===== src/rtl/spike_event_scheduler_pkg.sv =====
// Shared types for the spike event scheduler.
// Holds the FSM state enum and AER beat field widths.
package snn_pkg;

  localparam int AER_ID_W = 8;
  localparam int AER_TS_W = 16;

  typedef enum logic [2:0] {
    IDLE  = 3'd0,
    STEP  = 3'd1,
    WAIT  = 3'd2,
    DRAIN = 3'd3,
    EOT   = 3'd4
  } sched_state_e;

endpackage


===== src/rtl/spike_event_scheduler_if.sv =====
// AER output stream: valid/ready beat carrying id, eot, ts.
// master = scheduler, slave = event consumer.
interface spike_event_scheduler_if #(
  parameter int ID_WIDTH = 8,
  parameter int TS_WIDTH = 16
) ();
  logic                aer_valid;
  logic                aer_ready;
  logic [ID_WIDTH-1:0] aer_id;
  logic                aer_eot;
  logic [TS_WIDTH-1:0] aer_ts;

  modport master (
    output aer_valid,
    output aer_id,
    output aer_eot,
    output aer_ts,
    input  aer_ready
  );

  modport slave (
    input  aer_valid,
    input  aer_id,
    input  aer_eot,
    input  aer_ts,
    output aer_ready
  );
endinterface


===== src/rtl/spike_prio_enc.sv =====
// Lowest-set-bit priority encoder (combinational).
// vec_i: request mask; idx_o: lowest set index; any_o: mask nonzero.
module spike_prio_enc #(
  parameter int NUM_NEURONS = 256,
  parameter int ID_WIDTH    = 8
) (
  input  logic [NUM_NEURONS-1:0] vec_i,
  output logic [ID_WIDTH-1:0]    idx_o,
  output logic                   any_o
);

  always_comb begin
    idx_o = '0;
    any_o = |vec_i;
    // Scan downward so the lowest set bit wins.
    for (int i = NUM_NEURONS - 1; i >= 0; i--) begin
      if (vec_i[i]) idx_o = ID_WIDTH'(i);
    end
  end

endmodule


===== src/rtl/spike_event_scheduler.sv =====
// Timestep scheduler: steps the neuron array, drains spikes as AER beats.
// Ports: clk/rst, start/num_steps/stop, busy/done, core_step/core_spike, aer, stat_spikes.
module spike_event_scheduler
  import snn_pkg::*;
#(
  parameter int NUM_NEURONS = 256,
  parameter int ID_WIDTH    = AER_ID_W,
  parameter int TS_WIDTH    = AER_TS_W,
  parameter int CORE_LAT    = 1
) (
  input  logic                   clk,
  input  logic                   rst,
  input  logic                   start,
  input  logic [TS_WIDTH-1:0]    num_steps,
  input  logic                   stop,
  output logic                   busy,
  output logic                   done,
  output logic                   core_step,
  input  logic [NUM_NEURONS-1:0] core_spike,
  spike_event_scheduler_if.master aer,
  output logic [31:0]            stat_spikes
);

  localparam int CW = (CORE_LAT > 1) ? $clog2(CORE_LAT) : 1;

  sched_state_e           state_q, state_d;
  logic [TS_WIDTH-1:0]    ts_q, ts_d;
  logic [TS_WIDTH-1:0]    nsteps_q, nsteps_d;
  logic [NUM_NEURONS-1:0] pend_q, pend_d;
  logic                   stop_q, stop_d;
  logic [31:0]            stat_q, stat_d;
  logic [CW-1:0]          cnt_q, cnt_d;
  logic                   done_q, done_d;

  logic [ID_WIDTH-1:0]    enc_idx;
  logic                   enc_any;
  logic [TS_WIDTH:0]      ts_nxt;
  logic                   last_step;

  spike_prio_enc #(
    .NUM_NEURONS (NUM_NEURONS),
    .ID_WIDTH    (ID_WIDTH)
  ) u_enc (
    .vec_i (pend_q),
    .idx_o (enc_idx),
    .any_o (enc_any)
  );

  // Extra bit so ts+1 cannot wrap before the compare.
  assign ts_nxt    = {1'b0, ts_q} + 1'b1;
  assign last_step = (ts_nxt == {1'b0, nsteps_q});

  always_comb begin
    state_d  = state_q;
    ts_d     = ts_q;
    nsteps_d = nsteps_q;
    pend_d   = pend_q;
    stop_d   = stop_q;
    stat_d   = stat_q;
    cnt_d    = cnt_q;
    done_d   = 1'b0;

    if (state_q != IDLE && stop) stop_d = 1'b1;

    unique case (state_q)
      IDLE: begin
        stop_d = 1'b0;
        if (start) begin
          if (num_steps != '0) begin
            nsteps_d = num_steps;
            ts_d     = '0;
            stat_d   = '0;
            state_d  = STEP;
          end else begin
            done_d = 1'b1;
          end
        end
      end
      STEP: begin
        cnt_d   = '0;
        state_d = WAIT;
      end
      WAIT: begin
        if (cnt_q == CW'(CORE_LAT - 1)) begin
          pend_d  = core_spike;
          state_d = DRAIN;
        end else begin
          cnt_d = cnt_q + 1'b1;
        end
      end
      DRAIN: begin
        if (!enc_any) begin
          state_d = EOT;
        end else if (aer.aer_ready) begin
          // x & (x-1) clears exactly the lowest set bit.
          pend_d = pend_q & (pend_q - 1'b1);
          if (stat_q != '1) stat_d = stat_q + 32'd1;
        end
      end
      EOT: begin
        if (aer.aer_ready) begin
          if (last_step || stop_q || stop) begin
            state_d = IDLE;
            done_d  = 1'b1;
            stop_d  = 1'b0;
          end else begin
            ts_d    = ts_nxt[TS_WIDTH-1:0];
            state_d = STEP;
          end
        end
      end
      default: state_d = IDLE;
    endcase
  end

  always_ff @(posedge clk) begin
    if (rst) begin
      state_q  <= IDLE;
      ts_q     <= '0;
      nsteps_q <= '0;
      pend_q   <= '0;
      stop_q   <= 1'b0;
      stat_q   <= '0;
      cnt_q    <= '0;
      done_q   <= 1'b0;
    end else begin
      state_q  <= state_d;
      ts_q     <= ts_d;
      nsteps_q <= nsteps_d;
      pend_q   <= pend_d;
      stop_q   <= stop_d;
      stat_q   <= stat_d;
      cnt_q    <= cnt_d;
      done_q   <= done_d;
    end
  end

  assign busy          = (state_q != IDLE);
  assign done          = done_q;
  assign core_step     = (state_q == STEP);
  assign stat_spikes   = stat_q;
  assign aer.aer_valid = ((state_q == DRAIN) && enc_any) || (state_q == EOT);
  assign aer.aer_eot   = (state_q == EOT);
  assign aer.aer_id    = (state_q == DRAIN) ? enc_idx : '0;
  assign aer.aer_ts    = ts_q;

endmodule


===== src/flat_wrapper.sv =====
// flat-port wrapper written by rule: the top's interface ports become plain ports
module spike_event_scheduler_flat import snn_pkg::*;
#(
  parameter int NUM_NEURONS = 256,
  parameter int ID_WIDTH    = AER_ID_W,
  parameter int TS_WIDTH    = AER_TS_W,
  parameter int CORE_LAT    = 1
)
  (clk, rst, start, num_steps, stop, busy, done, core_step, core_spike, stat_spikes, aer_aer_valid, aer_aer_id, aer_aer_eot, aer_aer_ts, aer_aer_ready);
  spike_event_scheduler_if #(.ID_WIDTH(ID_WIDTH), .TS_WIDTH(TS_WIDTH)) aer_i ();
  input  logic clk;
  input  logic rst;
  input  logic start;
  input  logic [TS_WIDTH-1:0] num_steps;
  input  logic stop;
  output logic busy;
  output logic done;
  output logic core_step;
  input  logic [NUM_NEURONS-1:0] core_spike;
  output logic [31:0] stat_spikes;
  output wire logic [$bits(aer_i.aer_valid)-1:0] aer_aer_valid;
  output wire logic [$bits(aer_i.aer_id)-1:0] aer_aer_id;
  output wire logic [$bits(aer_i.aer_eot)-1:0] aer_aer_eot;
  output wire logic [$bits(aer_i.aer_ts)-1:0] aer_aer_ts;
  input wire logic [$bits(aer_i.aer_ready)-1:0] aer_aer_ready;
  assign aer_aer_valid = aer_i.aer_valid;
  assign aer_aer_id = aer_i.aer_id;
  assign aer_aer_eot = aer_i.aer_eot;
  assign aer_aer_ts = aer_i.aer_ts;
  assign aer_i.aer_ready = aer_aer_ready;
  spike_event_scheduler #(.NUM_NEURONS(NUM_NEURONS), .ID_WIDTH(ID_WIDTH), .TS_WIDTH(TS_WIDTH), .CORE_LAT(CORE_LAT)) u_core (.clk(clk), .rst(rst), .start(start), .num_steps(num_steps), .stop(stop), .busy(busy), .done(done), .core_step(core_step), .core_spike(core_spike), .aer(aer_i), .stat_spikes(stat_spikes));
endmodule

===== config.mk =====
export PLATFORM = sky130hd
export DESIGN_NAME = spike_event_scheduler_flat
export DESIGN_NICKNAME = d
export VERILOG_FILES = /design/src/rtl/spike_event_scheduler_pkg.sv /design/src/rtl/spike_event_scheduler_if.sv /design/src/rtl/spike_prio_enc.sv /design/src/rtl/spike_event_scheduler.sv /design/src/flat_wrapper.sv
export SDC_FILE = /design/constraint.sdc
export NUM_CORES = 1
export LEC_CHECK = 0
export CAP_MARGIN = 20
export CORE_MARGIN = 1
export CORE_UTILIZATION = 25
export CTS_CLUSTER_SIZE = 12
export DETAILED_ROUTE_END_ITERATION = 8
export PLACE_DENSITY = 0.5
export SYNTH_ARGS = -nofsm -noshare
export SYNTH_HDL_FRONTEND = slang
export SYNTH_HIERARCHICAL = 1
export SYNTH_SLANG_ARGS = --single-unit

===== constraint.sdc =====
create_clock -name clk -period 4.1 [get_ports clk]
set_clock_uncertainty 0.1 [all_clocks]
set_input_delay 0.82 -clock clk [delete_from_list [all_inputs] [get_ports clk]]
set_output_delay 0.82 -clock clk [all_outputs]
set_load 0.03 [all_outputs]

==> impl_metrics.csv, run 1 <==
group,metric,value,unit
grt,grtUsageMet3,7.19,%
yosys,netlist_top_cells_count,"364 x nand2_1, 348 x nor2_1, 325 x dfxtp_1",
yosys,yosys_warnings,6,
status,violations,"negative setup slack",
power_and_ir_drop,pwr-share-seq,24.2,%
power_and_ir_drop,swShare,42.8,%
route,viasPerCell,5.94,
timing,worst_slack,-0.0958,ns
power_and_ir_drop,powerDensity,469,nW/um2
floorplanning,fp.dieH,296,um
route,first_pass_iters,6,
final_layout,area_growth,47.4,%
timing,tightest_slew,1.20,ns
final_layout,nets,4054,
route,wirelength,138,mm
yosys,synthDistinctLibCells,88,
power_and_ir_drop,p_switching,6420,uW
yosys,yosys-top-cells-area,"dfxtp_1 30%, a21oi_1 6.6%, nand2_1 6.3%",
yosys,seq_area_frac_synth,30.0,%
cts,cts_root_buf,"clkbuf_16",
yosys,synth_enable_flop_cells,0,
run,maxCapViolCount,0,
place,place_congestion,1.12,
timing,max_freq,238,MHz
setup_path,startpoint_type,"flop",
route,drtIter0Drc,3575,
floorplanning,start_util,25.3,%
cts,cts_sinks,325,
final_layout,drive_above_1_share,19.2,%
floorplanning,rows,107,
route,ant_nets,0,
yosys,syn_area,21700,um2
grt,grt_max_degree,112,
cts,hold_buffers,0,
cts,cts_tree,"done",
grt,grtUsageMet1,39.9,%
yosys,yosys.area.top_type,"dfxtp_1",
floorplanning,die_area,87900,um2
grt,grt.overflow.total,0,
grt,grt_usage,30.3,%
setup_path,critical_path_arrival,3.28,ns
cts,cts_buffers,44,
floorplanning,coreArea,85500,um2
setup_path,crit_chain,"or2_4, nor3_1, nand2_1, or4_1, o2111ai_1, a21oi_1, and2_1, buf_2",
cts,clkLatencyLatePin,0.61,ns
cts,htreeDepth,2,
cts,clk_pin_slew_worst_paths,0.06,ns
place,numPortBuffers,337,
power_and_ir_drop,comb_power_share,47.1,%
yosys,postSynthCellCount,3075,
hold_path,hold_class,"flop to flop",
route,wl_per_cell,27.8,um
yosys,yosysTopAreaCellShare,30.0,%
yosys,synthesis.nets,3354,
power_and_ir_drop,clkPwrFrac,28.7,%
grt,grt_pass1_wl,196,mm
yosys,syn_area_per_cell,7.05,um2
timing,setup_viol,4,
route,drc,0,
power_and_ir_drop,p_leak,0.0120,uW
setup_path,critical-path-slowest-cell,"or4_1",
floorplanning,die_w,296,um
setup_path,cpPeakStageDelay,0.56,ns
power_and_ir_drop,vdd_drop_max,0.000218,V
yosys,synth_ff_type,"dfxtp_1",
cts,cts_buffer_depth,3,
floorplanning,ios,338,
route,vias,29400,
setup_path,cp.required,3.18,ns
timing,drv_slew,0,
status,status,"finished with violations",
yosys,synth_seq_cells,325,
place,hpwl,107,mm
grt,grtUsageMet2,46.0,%
yosys,synth_most_common_cell,"nand2_1",
yosys,async_flop_share,0,%
timing,min_period,4.20,ns
power_and_ir_drop,cell_internal_pwr,8570,uW
timing,max_slew_margin,19.6,%
grt,grt_pass1_vias,28000,
setup_path,critPathMaxFanout,6,
place,place_ws,0.00663,ns
grt,gr-max-usage-layer,"met2",
final_layout,final_util,37.3,%
grt,grt_antenna_before_repair,2,
timing,rsz0062_at_grt,"yes",
timing,fin_crit_sh,102,%
timing,final-hold-violation-count,0,
setup_path,crit_path_end_kind,"output port",
setup_path,critical_path_class,"flop to output port",
-- flip-flops by register name (all words and copies together) (netlist names) --
signal,flops
u_core/pend_q,256
u_core/stat_spikes,32
u_core/state_q,3
u_core/nsteps_q,16
u_core/aer.aer_ts,16
u_core/stop_q,1
u_core/done,1
-- final timing paths --
| path | cells past startpoint | endpoint | from | slack (ns) |
|---|---|---|---|---|
| max | 8 | aer_aer_id[4] | u_core/pend_q[91]$_SDFFE_PP0P_ | -0.1 |
| min | 2 | u_core/nsteps_q[10]$_SDFFE_PP0P_ | u_core/nsteps_q[10]$_SDFFE_PP0P_ | 0.37 |
| max reg2reg | 14 | u_core/pend_q[158]$_SDFFE_PP0P_ | u_core/pend_q[254]$_SDFFE_PP0P_ | 0.02 |
| min reg2reg | 2 | u_core/nsteps_q[10]$_SDFFE_PP0P_ | u_core/nsteps_q[10]$_SDFFE_PP0P_ | 0.37 |
-- layer usage --
metal  part of all wire (%)  vias up
met5                      0        -
met4                    5.5        0
met3                     10      347
met2                     43     1801
met1                     41    14200
li1                       -    13100
-- area by class of cell --
cell class | instances | area [um2]
fillers | 9080 | 53600
multi-input cells | 2527 | 15000
repair buffers | 803 | 7130
flip-flops and latches | 325 | 6540
well taps | 1144 | 1430
clock buffers | 59 | 1270
clock inverters | 23 | 312
inverters | 74 | 278
diodes | 1 | 2.50
-- through the flow --
stage               hold WS, ns  instance area (um2)  power, uW  cells  TNS, ns
floorplan                 0.348                21700       6750   3075        0
global placement          0.358                29600      10200   4864  -0.0239
detailed placement        0.361                29600      10100   4864        0
CTS                       0.369                31600      14600   4949  -0.0171
global route              0.392                31900      15400   4955   -0.420
finish                    0.367                31900      15000   4956   -0.237
-- repair_timing --
action	4_1_cts	5_1_grt
pin swaps	17	19
endpoints found under the hold margin	0	0
setup buffers	7	6
resized for setup	103	59
endpoints found under the setup margin	9	51
-- cells by family after synthesis --
logic type	synth area share (%)
and+or+nand+nor	37.0
muxes	0.0923
adders and majority gates	0.115
xor gates and xnor gates	1.49
AOI/OAI and AO/OA	27.3
buffers and inverters	3.96
DFF	30.0
-- placed cells by master (no fill, tap or decap), types with 22 or more instances in the layout --
cell / netlist / final
a21oi_1: 286 / 278
a22oi_1: 57 / 57
a31oi_1: 52 / 50
a41oi_1: 24 / 23
and3_1: 24 / 23
buf_4: 1 / 446
clkbuf_16: 0 / 45
clkdlybuf4s50_1: 0 / 327
dfxtp_1: 325 / 304
inv_1: 74 / 73
nand2_1: 364 / 362
nand2b_1: 22 / 22
nand3_1: 80 / 79
nand4_1: 64 / 64
nor2_1: 348 / 342
nor3_1: 164 / 162
nor4_1: 172 / 135
nor4_2: 13 / 40
o211ai_1: 29 / 29
o21ai_0: 166 / 162
o21ai_1: 62 / 63
o31ai_1: 40 / 39
or2_2: 32 / 32
or3_1: 68 / 67
or4_1: 74 / 71
-- worst max-delay path: cells and delay by family (launching register included) --
kind	cells	cell delay, ns
AND/OR/NAND/NOR	5	1.79
flip-flops	1	0.34
buffers and inverters	1	0.21
AO/OA/AOI/OAI	2	0.32
-- power groups by stage --
stage	registers (uW)	clock network, uW	logic [uW]
after floorplan	3720	0	3040
after global placement	3660	0	6510
after detailed placement	3660	0	6430
after CTS	3610	4350	6630
after global routing	3650	4480	7280
final	3630	4300	7060
Note: power is estimated with default switching activity, not from simulation.
==> inputs of run 2 (changes only) <==
--- a/config.mk
+++ b/config.mk
@@ -10,7 +10,6 @@
 export CORE_UTILIZATION = 25
 export CTS_CLUSTER_SIZE = 12
 export DETAILED_ROUTE_END_ITERATION = 8
-export PLACE_DENSITY = 0.5
 export SYNTH_ARGS = -nofsm -noshare
 export SYNTH_HDL_FRONTEND = slang
 export SYNTH_HIERARCHICAL = 1
==> impl_metrics.csv, run 2 (synthesis gave the netlist of run 1 again) <==
group,metric,value,unit
grt,grt_pass1_wl,191,mm
floorplanning,fp.dieH,296,um
setup_path,critical_path_arrival,3.35,ns
timing,worst_slack,-0.170,ns
route,drtIter0Drc,4198,
setup_path,cpPeakStageDelay,0.51,ns
cts,clkLatencyLatePin,0.61,ns
setup_path,path_common_cell,"buf_4",
grt,grt_pass1_vias,27400,
route,wl_per_cell,27.4,um
timing,drv_slew,0,
grt,grt_antenna_before_repair,7,
status,status,"finished with violations",
run,maxCapViolCount,0,
final_layout,largest_register_ffs,256,
setup_path,critical-path-slowest-cell,"o211ai_1",
cts,cts_buffers,45,
timing,max_freq,234,MHz
cts,htreeDepth,2,
final_layout,n_fill_cell,9056,
floorplanning,rows,107,
route,first_pass_iters,7,
route,vias,29800,
setup_path,crit_path_end_kind,"output port",
place,hpwl,105,mm
status,violations,"negative setup slack",
floorplanning,coreArea,85500,um2
timing,tightest_slew,0.852,ns
grt,grt.overflow.total,0,
power_and_ir_drop,vdd_drop_max,0.000253,V
floorplanning,ios,338,
setup_path,crit_chain,"buf_4, nor3_1, o21ai_0, a211oi_2, buf_4, o2111ai_2, o211ai_1, buf_4, a31oi_4, and2_4, buf_12",
final_layout,drive_above_1_share,19.3,%
final_layout,area_growth,47.6,%
power_and_ir_drop,p_leak,0.0121,uW
timing,min_period,4.27,ns
route,drc,0,
cts,cts_buffer_depth,3,
timing,holdWs,0.365,ns
setup_path,crit_buf_inv,4,
cts,cts_sinks,325,
place,place_congestion,1.07,
final_layout,final_cell_mix,"452 x buf_4, 363 x nand2_1, 340 x nor2_1",
place,placed_cell_area,29700,um2
timing,rsz0062_at_grt,"yes",
timing,fin_crit_sh,104,%
route,viasPerCell,6.01,
final_layout,stdcell_area,32000,um2
route,wirelength,136,mm
final_layout,regMostFlops,"u_core/pend_q",
grt,grt_max_degree,124,
timing,final-hold-violation-count,0,
floorplanning,die_area,87900,um2
final_layout,nets,4064,
cts,clk_pin_slew_worst_paths,0.06,ns
setup_path,critical_path_class,"flop to output port",
setup_path,startpoint_type,"flop",
final_layout,final_util,37.4,%
timing,setup_viol,2,
floorplanning,start_util,25.3,%
floorplanning,die_w,296,um
hold_path,hold_class,"flop to flop",
cts,cts_root_buf,"clkbuf_16",
timing,max_slew_margin,43.0,%
timing,setup-tns-final,-0.177,ns
grt,grt_usage,29.6,%
power_and_ir_drop,design_power_total,14800,uW
final_layout,layout_commonest_cell,"buf_4",
setup_path,critPathMaxFanout,6,
setup_path,cp.required,3.18,ns
route,ant_nets,0,
setup_path,reg2reg_setup_slack,0.04,ns
setup_path,cp_top_family,"compound AO/OA/AOI/OAI gates",
cts,cts_tree,"done",
place,numPortBuffers,337,
power_and_ir_drop,powerDensity,464,nW/um2
==> run 2: final cells by class <==
cell class                 instances  area [um2]  area share, %
antenna                            3        7.51         0.0235
clock inverter                    17         245          0.766
sequential                       325        6520           20.4
clock buffer                      60        1300           4.07
timing repair buffer             812        7240           22.6
multi-input combinational       2527       15000           46.8
inverter                          74         278          0.868
tap                             1144        1430           4.47
==> run 2: power breakdown <==
part           switching (uW)  internal, uW  total (uW)
Clock                    1650          2530        4180
Combinational            4490          2570        7060
Sequential                230          3380        3610
==> run 2: repair_timing <==
item / in CTS / in global routing
setup endpoints to repair: 17 / 43
buffers inserted: 8 / 7
pin swaps: 13 / 10
gates resized for setup: 85 / 70
hold buffers: 0 / 0
==> run 2: routing by layer <==
layer  share of wire (%)  vias to the layer above  track usage, %  wire length (um)
li1                    -                    13200               -                 -
met1                  40                    14300            38.9             54900
met2                  43                     1939            44.6             57900
met3                  11                      413            6.99             15000
met4                 6.0                        4            15.7              8140
met5               0.019                        -               0                26
==> run 2: path summary, 6_finish.rpt <==
check | end | startpoint | depth (start not counted)
max | aer_aer_id[0] | u_core/pend_q[147]$_SDFFE_PP0P_ | 11
max reg2reg | u_core/pend_q[240]$_SDFFE_PP0P_ | u_core/pend_q[63]$_SDFFE_PP0P_ | 14
min | u_core/nsteps_q[1]$_SDFFE_PP0P_ | u_core/nsteps_q[1]$_SDFFE_PP0P_ | 2
min reg2reg | u_core/nsteps_q[1]$_SDFFE_PP0P_ | u_core/nsteps_q[1]$_SDFFE_PP0P_ | 2
==> run 2: worst min-delay path, stage by stage, from the launching register on <==
cell and delay, ns:
dfxtp_1 0.31, nand2_1 0.05, a21oi_1 0.05
==> run 2: per-stage QoR <==
step	setup slack (ns)	std cells
3_3_place_gp	-0.156	4867
5_1_grt	-0.194	4961
3_5_place_dp	-0.0338	4867
6_report	-0.170	4962
2_1_floorplan	0.847	3075
4_1_cts	-0.00146	4952
